$ cat config.mk
export PLATFORM = sky130hd
export DESIGN_NAME = result_out_ctrl
export DESIGN_NICKNAME = d
export VERILOG_FILES = /design/src/rtl/mlp_conv_pkg.sv /design/src/rtl/result_out_ctrl_fifo.sv /design/src/rtl/result_out_ctrl.sv
export SDC_FILE = /design/constraint.sdc
export NUM_CORES = 1
export LEC_CHECK = 0
export ABC_AREA = 1
export ABC_CLOCK_PERIOD_IN_PS = 6800
export CAP_MARGIN = 20
export CORE_MARGIN = 8
export CORE_UTILIZATION = 50
export CTS_CLUSTER_SIZE = 28
export DETAILED_ROUTE_END_ITERATION = 10
export PLACE_DENSITY = 0.73
export SLEW_MARGIN = 10
export SYNTH_ARGS = -nofsm -noshare
export SYNTH_HDL_FRONTEND = slang
export SYNTH_HIERARCHICAL = 1
export SYNTH_SLANG_ARGS = --single-unit
$ cat constraint.sdc
create_clock -name CLK -period 6.8 [get_ports CLK]
set_input_delay 1.36 -clock CLK [delete_from_list [all_inputs] [get_ports CLK]]
set_output_delay 1.36 -clock CLK [all_outputs]
set_load 0.01 [all_outputs]
$ cat src/rtl/mlp_conv_pkg.sv
// mlp_conv shared types and helpers.
// Result-path state encoding and signed saturation.
package mlp_conv_pkg;

  typedef enum logic {
    IDLE,
    DRAIN
  } state_t;

  localparam int MAX_LANES = 5;

  // Sign-extend an acc_w-bit value, then clamp it to the signed out_w range.
  function automatic logic [63:0] saturate(
    input logic [63:0] v,
    input int          acc_w,
    input int          out_w
  );
    logic signed [63:0] s;
    logic signed [63:0] hi;
    logic signed [63:0] lo;
    s  = $signed(v << (64 - acc_w)) >>> (64 - acc_w);
    hi = (64'sd1 <<< (out_w - 1)) - 64'sd1;
    lo = -(64'sd1 <<< (out_w - 1));
    if (s > hi) begin
      return hi;
    end else if (s < lo) begin
      return lo;
    end
    return s;
  endfunction

endpackage

$ cat src/rtl/result_out_ctrl_fifo.sv
// First-word fall-through result FIFO.
// Registered head word, synchronous flush, occupancy count.
module out_fifo #(
  parameter int WIDTH = 32,
  parameter int DEPTH = 16
) (
  input  logic                     CLK,
  input  logic                     RESET,
  input  logic                     FLUSH,
  input  logic                     PUSH,
  input  logic [WIDTH-1:0]         PUSH_DATA,
  input  logic                     POP,
  output logic [WIDTH-1:0]         RD_DATA,
  output logic                     EMPTY,
  output logic                     FULL,
  output logic [$clog2(DEPTH):0]   COUNT
);

  localparam int AW = $clog2(DEPTH);

  logic [WIDTH-1:0] mem [DEPTH];
  logic [AW-1:0]    wr_ptr;
  logic [AW-1:0]    rd_ptr;
  logic [AW-1:0]    rd_nxt;
  logic [AW:0]      count_q;
  logic [WIDTH-1:0] head_q;
  logic             do_pop;
  logic             do_push;

  assign EMPTY   = (count_q == '0);
  assign FULL    = (count_q == (AW+1)'(DEPTH));
  assign COUNT   = count_q;
  assign RD_DATA = head_q;
  assign rd_nxt  = rd_ptr + AW'(1);
  assign do_pop  = POP & ~EMPTY & ~FLUSH;
  assign do_push = PUSH & (~FULL | do_pop) & ~FLUSH;

  // Storage array, written on every accepted push.
  always_ff @(posedge CLK) begin
    if (do_push) mem[wr_ptr] <= PUSH_DATA;
  end

  // Pointers and occupancy.
  always_ff @(posedge CLK or posedge RESET) begin
    if (RESET) begin
      wr_ptr  <= '0;
      rd_ptr  <= '0;
      count_q <= '0;
    end else if (FLUSH) begin
      wr_ptr  <= '0;
      rd_ptr  <= '0;
      count_q <= '0;
    end else begin
      if (do_push) wr_ptr <= wr_ptr + AW'(1);
      if (do_pop)  rd_ptr <= rd_nxt;
      if (do_push & ~do_pop)      count_q <= count_q + 1'b1;
      else if (do_pop & ~do_push) count_q <= count_q - 1'b1;
    end
  end

  // Head word tracks the next entry; it holds its value once empty.
  always_ff @(posedge CLK or posedge RESET) begin
    if (RESET) begin
      head_q <= '0;
    end else if (!FLUSH) begin
      if (do_pop) begin
        if (count_q > (AW+1)'(1)) head_q <= mem[rd_nxt];
        else if (do_push)         head_q <= PUSH_DATA;
      end else if (do_push && EMPTY) begin
        head_q <= PUSH_DATA;
      end
    end
  end

endmodule

$ cat src/rtl/result_out_ctrl.sv
// Result row capture, saturation and serialisation.
// Feeds one lane per cycle into the output FIFO.
module result_out_ctrl
  import mlp_conv_pkg::*;
#(
  parameter int OUTPUT_WIDTH = 32,
  parameter int ACC_WIDTH    = 40,
  parameter int FIFO_DEPTH   = 16
) (
  input  logic                          CLK,
  input  logic                          RESET,
  input  logic                          CLEAR_FIFO,
  input  logic [3:0]                    PARAM_S,
  input  logic                          RES_VALID,
  output logic                          RES_READY,
  input  logic [ACC_WIDTH-1:0]          RES_DATA_0,
  input  logic [ACC_WIDTH-1:0]          RES_DATA_1,
  input  logic [ACC_WIDTH-1:0]          RES_DATA_2,
  input  logic [ACC_WIDTH-1:0]          RES_DATA_3,
  input  logic [ACC_WIDTH-1:0]          RES_DATA_4,
  input  logic                          FIFO_RD_CMD,
  output logic [OUTPUT_WIDTH-1:0]       FIFO_RD_DATA,
  output logic                          FIFO_EMPTY,
  output logic                          FIFO_FULL,
  output logic [$clog2(FIFO_DEPTH):0]   FIFO_COUNT,
  output logic                          SAT_FLAG,
  output logic                          BUSY
);

  state_t                state_q;
  state_t                state_d;
  logic [ACC_WIDTH-1:0]  lane_q [MAX_LANES];
  logic [ACC_WIDTH-1:0]  lane_cur;
  logic [2:0]            idx_q;
  logic [2:0]            n_q;
  logic [2:0]            n_clamp;
  logic                  clear_prev;
  logic                  clear_pulse;
  logic                  sat_q;
  logic                  capture;
  logic                  push;
  logic                  pop;
  logic                  last_lane;
  logic [63:0]           sat64;
  logic [63:0]           lane_sx;
  logic                  lane_sat;

  assign RES_READY = (state_q == IDLE) & ~clear_pulse & ~RESET;
  assign BUSY      = (state_q == DRAIN);
  assign SAT_FLAG  = sat_q;
  assign capture   = RES_VALID & RES_READY;
  assign pop       = FIFO_RD_CMD & ~FIFO_EMPTY & ~clear_pulse;
  assign push      = BUSY & ~clear_pulse & (~FIFO_FULL | pop);
  assign last_lane = (idx_q == 3'(n_q - 3'd1));
  assign sat64     = saturate(64'(lane_cur), ACC_WIDTH, OUTPUT_WIDTH);
  assign lane_sx   = 64'($signed(lane_cur));
  assign lane_sat  = (sat64 != lane_sx);

  // Clamp the requested row length into 1..MAX_LANES.
  always_comb begin
    n_clamp = PARAM_S[2:0];
    if (PARAM_S == 4'd0)      n_clamp = 3'd1;
    else if (PARAM_S > 4'd5)  n_clamp = 3'd5;
  end

  // Select the lane currently being serialised.
  always_comb begin
    lane_cur = lane_q[0];
    unique case (idx_q)
      3'd1:    lane_cur = lane_q[1];
      3'd2:    lane_cur = lane_q[2];
      3'd3:    lane_cur = lane_q[3];
      3'd4:    lane_cur = lane_q[4];
      default: lane_cur = lane_q[0];
    endcase
  end

  // Next state: leave DRAIN after the last lane, abort on clear.
  always_comb begin
    state_d = state_q;
    unique case (state_q)
      IDLE:    if (capture) state_d = DRAIN;
      DRAIN:   if (push && last_lane) state_d = IDLE;
      default: state_d = IDLE;
    endcase
    if (clear_pulse) state_d = IDLE;
  end

  // State, edge detect for clear, and sticky saturation flag.
  always_ff @(posedge CLK or posedge RESET) begin
    if (RESET) begin
      state_q     <= IDLE;
      clear_prev  <= 1'b0;
      clear_pulse <= 1'b0;
      sat_q       <= 1'b0;
    end else begin
      state_q     <= state_d;
      clear_prev  <= CLEAR_FIFO;
      clear_pulse <= CLEAR_FIFO & ~clear_prev;
      if (clear_pulse)          sat_q <= 1'b0;
      else if (push & lane_sat) sat_q <= 1'b1;
    end
  end

  // Holding register and lane index for the captured row.
  always_ff @(posedge CLK or posedge RESET) begin
    if (RESET) begin
      idx_q <= '0;
      n_q   <= 3'd1;
      for (int i = 0; i < MAX_LANES; i++) lane_q[i] <= '0;
    end else if (capture) begin
      idx_q     <= '0;
      n_q       <= n_clamp;
      lane_q[0] <= RES_DATA_0;
      lane_q[1] <= RES_DATA_1;
      lane_q[2] <= RES_DATA_2;
      lane_q[3] <= RES_DATA_3;
      lane_q[4] <= RES_DATA_4;
    end else if (push) begin
      idx_q <= last_lane ? 3'd0 : idx_q + 3'd1;
    end
  end

  out_fifo #(
    .WIDTH (OUTPUT_WIDTH),
    .DEPTH (FIFO_DEPTH)
  ) u_fifo (
    .CLK       (CLK),
    .RESET     (RESET),
    .FLUSH     (clear_pulse),
    .PUSH      (push),
    .PUSH_DATA (sat64[OUTPUT_WIDTH-1:0]),
    .POP       (pop),
    .RD_DATA   (FIFO_RD_DATA),
    .EMPTY     (FIFO_EMPTY),
    .FULL      (FIFO_FULL),
    .COUNT     (FIFO_COUNT)
  );

endmodule
# After elaboration in Yosys (flattened, before gate mapping)
# Memories as Yosys holds them, arrays and structs flattened.
# Cells that the tools add are included.
# word_totals
ff_bits	255
wordCells	100
n_memories	1
inputBits	209
ram_bits	512
output_inout_bits	42
# mem_list
memory	words	word_bits	rd	rd_ports_with_merged_regs	write_ports	line	rtl
u_fifo.mem	16	32	1	0	1	result_out_ctrl_fifo.sv:21	logic [WIDTH-1:0] mem [DEPTH];
# classes
reduce_logical	11
n_addsub	6
n_eq_ne	8
order_cmp	4
muxes	30
n_bitwise	25
# op_table
operator	n
64-bit 2-to-1 mux	3
40-bit one-hot mux with 4 select lines	1
32-bit 2-to-1 mux	4
64-bit != test	1
40-bit by 32-bit > comparator with 1-bit output, second input constant	1
40-bit by 32-bit < comparator with 1-bit output, second input constant	1
4-bit 2-to-1 mux	4
1-bit AND	15
3-bit 2-to-1 mux	5
5-bit 2-to-1 mux	3
2-bit nonzero test	5
1-bit 2-to-1 mux	9
4-bit by 1-bit adder with 4-bit output, second input constant	2
1-bit inverter	8
3-bit by 2-bit == test with 1-bit output, second input constant	2
5-bit by 1-bit adder with 5-bit output, second input constant	1
5-bit == test, second input constant	1
5-bit by 1-bit > comparator with 1-bit output, second input constant	1
5-bit logical NOT	1
5-bit by 1-bit subtractor with 5-bit output, second input constant	1
4-bit by 3-bit > comparator with 1-bit output, second input constant	1
4-bit logical NOT	1
3-bit by 1-bit adder with 3-bit output, second input constant	1
3-bit by 1-bit == test with 1-bit output, second input constant	1
other kinds (9)	11

# Longest topological paths before layout
# logic_depth
depth_word	14
depth_mapped	19
mapped_depth_nobuf	17

# Hierarchy
# The synthesis kept the hierarchy.
# modules_own_cells
module	cells_per_inst	area_per_inst_um2	seq_area_each_um2	instances
out_fifo	2230	23749.0	16500.8	1
result_out_ctrl	1312	9938.3	5256.3	1

# Worst setup path after synthesis
# Ideal clock, no wire load.
# synth_timing
kind	input-to-reg
start	input port FIFO_RD_CMD
end	memory u_fifo.mem[0][0], enable pin
required_time_ns	6.379
arrival_time_ns	3.848
path_slack_ns	2.531
setup_time_ns	0.421
n_path_buf	0
stages	8
path_cell_list	inv_1 nor2_1 inv_1 a21oi_1 nand2_1 inv_1 nand2_1 nor2_1
# synth_via
elab_cells_between_ends	11
# synth_lines
item	line	rtl
from (decl)	result_out_ctrl.sv:21	input logic FIFO_RD_CMD,
1-bit AND (2 in series)	result_out_ctrl.sv:52	assign pop = FIFO_RD_CMD & ~FIFO_EMPTY & ~clear_pulse;
1-bit bitwise OR	result_out_ctrl.sv:53	assign push = BUSY & ~clear_pulse & (~FIFO_FULL | pop);
1-bit AND	result_out_ctrl.sv:53	
via push	result_out_ctrl.sv:41	logic push;
1-bit AND (2 in series)	result_out_ctrl_fifo.sv:36	assign do_push = PUSH & (~FULL | do_pop) & ~FLUSH;
1-bit 2-to-1 mux	result_out_ctrl_fifo.sv:40	if (do_push) mem[wr_ptr] <= PUSH_DATA;
1-bit 2-to-1 mux (implied by the code)	result_out_ctrl_fifo.sv:40	
to (decl)	result_out_ctrl_fifo.sv:21	
# The timed path passes the listed nets, and every way through them passes these cells.

# Final worst setup path
# layout_timing
start	register idx_q[0]
end	register u_fifo.head_q[26], in the netlist u_fifo/RD_DATA[26]
# layout_via
elab_chain_cells	9
elab_cells_between_ends	15
# layout_rtl
item	line	rtl
from (decl)	result_out_ctrl.sv:34	logic [2:0] idx_q;
from (signal assigned)	result_out_ctrl.sv:120	idx_q <= last_lane ? 3'd0 : idx_q + 3'd1;
3-bit == test, or another cell as far along	result_out_ctrl.sv:69	unique case (idx_q)
40-bit one-hot mux with 4 select lines (*)	result_out_ctrl.sv:69	
40-bit by 32-bit < comparator with 1-bit output	mlp_conv_pkg.sv:26	end else if (s < lo) begin
1-bit 2-to-1 mux	mlp_conv_pkg.sv:26	
1-bit 2-to-1 mux	mlp_conv_pkg.sv:24	if (s > hi) begin
64-bit 2-to-1 mux (*)	mlp_conv_pkg.sv:29	return s;
via sat64[26]	result_out_ctrl.sv:44	logic [63:0] sat64;
32-bit 2-to-1 mux	result_out_ctrl_fifo.sv:68	else if (do_push) head_q <= PUSH_DATA;
32-bit 2-to-1 mux	result_out_ctrl_fifo.sv:67	if (count_q > (AW+1)'(1)) head_q <= mem[rd_nxt];
32-bit 2-to-1 mux (*)	result_out_ctrl_fifo.sv:66	if (do_pop) begin
to (signal assigned)	result_out_ctrl_fifo.sv:67	
to (decl)	result_out_ctrl_fifo.sv:26	logic [WIDTH-1:0] head_q;
# Mark *: on every way through the listed nets, which the timed path passes. The rest lies on a longest branch. The select of a mux whose other input is x is not followed.
# A chain may end at the register's enable or synchronous reset.

==> results.cfg <==
[drt]
drc = 0
final_antenna_net_count = 0
vias = 24600
first_pass_iters = 6
drtIter0Drc = 2321
totalWireLength_um = 87500
routedWlPerCell_um = 18.8
viasPerCell = 5.29

[timing]
fin_setup_tns_ps = 0
maxSlewHeadroom = 0.286
skew_ps = 26.7
hold_ws_ps = 390
tightest_slew_ps = 1070
period_needed_ps = 4680
hold_viol_final = 0
finalSetupViolations = 0
period_share = 0.688
drv_slew = 0
rsz0062_at_grt = no
fmax_mhz = 214

[placed_design]
dp_hpwl_um = 51200
port_buffers = 250
gp_congestion = 0.849

[power_and_ir_drop]
seqPwrFrac = 0.410
clock_power_share = 0.209
internal-power_mw = 12.0
combPwrFrac = 0.381
powerDensity_nw_per_um2 = 504
swShare = 0.394
ir_worst_vdd_uv = 535
leakage_nw = 16.6
p_sw_mw = 7.80

[synth]
synth_nets = 3766
async_flop_share = 0.332
syn_inst = 3542
synthesis.area_um2 = 33700
synth-edff-count = 512
synthFlopType = edfxtp_1
synth.distinct_cells = 42
avgSynthCellArea_um2 = 9.51
synth_warnings = 6
synth-seq-cells = 767
synth_seq_area_share = 0.646

[clock_tree]
tritoncts = yes
cts_setup_buffers = 0
cts_buffers = 79
worstSkewPairLatency_ps = 620
cts_hold_buf = 0
cts_sinks = 767
htreeDepth = 3
clkTransAtPathRegs_ps = 60
cts_buffer_depth = 3
cts_resized = 0
cts_root_buf = clkbuf_16

[run_status]
outcome = finished clean

[floorplanning]
die_w_um = 276
core_area_um2 = 66900
io_pins = 251
dieArea_um2 = 75900
num_rows = 95
die_h_um = 276
initial_core_util = 0.503

[global_routing]
grt_pass1_vias = 24200
overflow = 0
grt_pass1_wl_um = 136000
grt_antenna_before_repair = 1
grt_usage = 0.230
grt_max_degree = 178

[hold_path]
hold_depth = 1
hold_class = reg -> reg
holdPathEnd = clear_pulse
hold_path_startpoint = clear_prev

[worst_setup_path]
r2r_start = idx_q[0]
cp-end-kind = flop
crit_fanout = 62
reg2reg_depth = 16
r2r_slack_ps = 2120
cp_data_arrival_time_ps = 5180
cp-start-kind = flop
cp.required_ps = 7300
path_class = reg -> reg
worst_r2r_endpoint = u_fifo/RD_DATA[26]

[cells_and_area]
mostFrequentLayoutCell = nand2_1
syn2layout_area_growth_pct = 16.5
nNetsFinal = 3940
drive_gt1_frac = 0.0566
layout_common_cells = nand2_1, edfxtp_1, nand3_1, dfrtp_1, clkdlybuf4s50_1

[job]
maxCapViolCount = 0
## layer usage
layer,routed length (um),share of wire,vias to the layer above,track usage
li1,-,-,11800,-
met1,36200,0.41,11700,0.305
met2,41300,0.47,953,0.373
met3,7270,0.083,157,0.0509
met4,2690,0.031,2,0.0818
met5,9,0.00010,-,0
## stage by stage
step | utilization | worst slack (ps) | power [mW] | area [um2] | std cells
6_report | 0.586 | 2120 | 19.8 | 39200 | 4655
5_1_grt | 0.586 | 1810 | 21.0 | 39200 | 4654
4_1_cts | 0.586 | 2140 | 19.9 | 39200 | 4654
3_5_place_dp | 0.550 | 1740 | 15.7 | 36800 | 4508
3_3_place_gp | 0.549 | 1630 | 15.5 | 36800 | 4507
2_1_floorplan | - | 2530 | 13.1 | 33700 | 3542
## how the worst max path moves through the flow
stage,startpoint,to,slack [ps]
after floorplan,FIFO_RD_CMD,u_fifo/mem[0][0],2530
after global placement,FIFO_RD_CMD,u_fifo/mem[4][9],1630
after detailed placement,FIFO_RD_CMD,u_fifo/mem[8][23],1740
after CTS,idx_q[0],u_fifo/RD_DATA[26],2140
after global routing,idx_q[0],u_fifo/RD_DATA[26],1810
final,idx_q[0],u_fifo/RD_DATA[26],2120
## cell families after synthesis
logic type,Yosys count,synth area share
AOI/OAI and AO/OA,208,0.0325
buffers and inverters,442,0.0579
adders and majority gates,15,0.00557
xor gates and xnor gates,10,0.00282
DFF,767,0.646
and+or+nand+nor,2100,0.255
## critical path, stage by stage, from the launching register on
cell     delay, ps
dfrtp_1        450
inv_1          120
ha_1           350
inv_1          150
nor2_4          50
nor2_4         270
nand2_2        180
buf_4          340
nand2_1        140
nand2_1        100
inv_1          460
nand2_2        700
nand2_1        230
nand2_1        390
or2_2          460
nand3_1         90
nand2_1         60
## Yosys cell counts (13+ instances only)
master	count	area [um2]
ha_1	15	188
nand2_2	14	87.6
nand2_1	1550	5820
or2_1	13	81.3
or2_0	15	93.8
inv_1	240	901
dfrtp_1	254	6360
nor2_1	105	394
edfxtp_1	512	15400
clkbuf_1	60	225
nand4_1	21	131
buf_2	105	526
buf_6	17	191
o21ai_0	175	876
nand3_1	363	1820
## flip-flops by register name, summed over array words and instances, names as in the netlist
register and count:
SAT_FLAG 1, clear_pulse 1, u_fifo/wr_ptr 4, u_fifo/rd_ptr 4
lane_q 200, BUSY 1, n_q 3, u_fifo/RD_DATA 32
idx_q 3, u_fifo/COUNT 5, clear_prev 1, u_fifo/mem 512
## area by class of cell
| class | count | area [um2] |
|---|---|---|
| Sequential cell | 767 | 21800 |
| Tap cell | 873 | 1090 |
| Clock inverter | 41 | 324 |
| Multi-Input combinational cell | 2333 | 10100 |
| Clock buffer | 105 | 2140 |
| Timing Repair Buffer | 285 | 2820 |
| Inverter | 250 | 965 |
| Fill cell | 5599 | 27700 |
| Antenna cell | 1 | 2.50 |
## power by group through the flow
stage               registers [mW]  clock network, mW  logic, mW
floorplan                     7.98                  0       5.15
global placement              8.17                  0       7.31
detailed placement            8.19                  0       7.50
CTS                           8.11               4.20       7.54
global route                  8.21               4.39       8.41
finish                        8.10               4.14       7.53
Note: power is estimated with default switching activity, not from simulation.
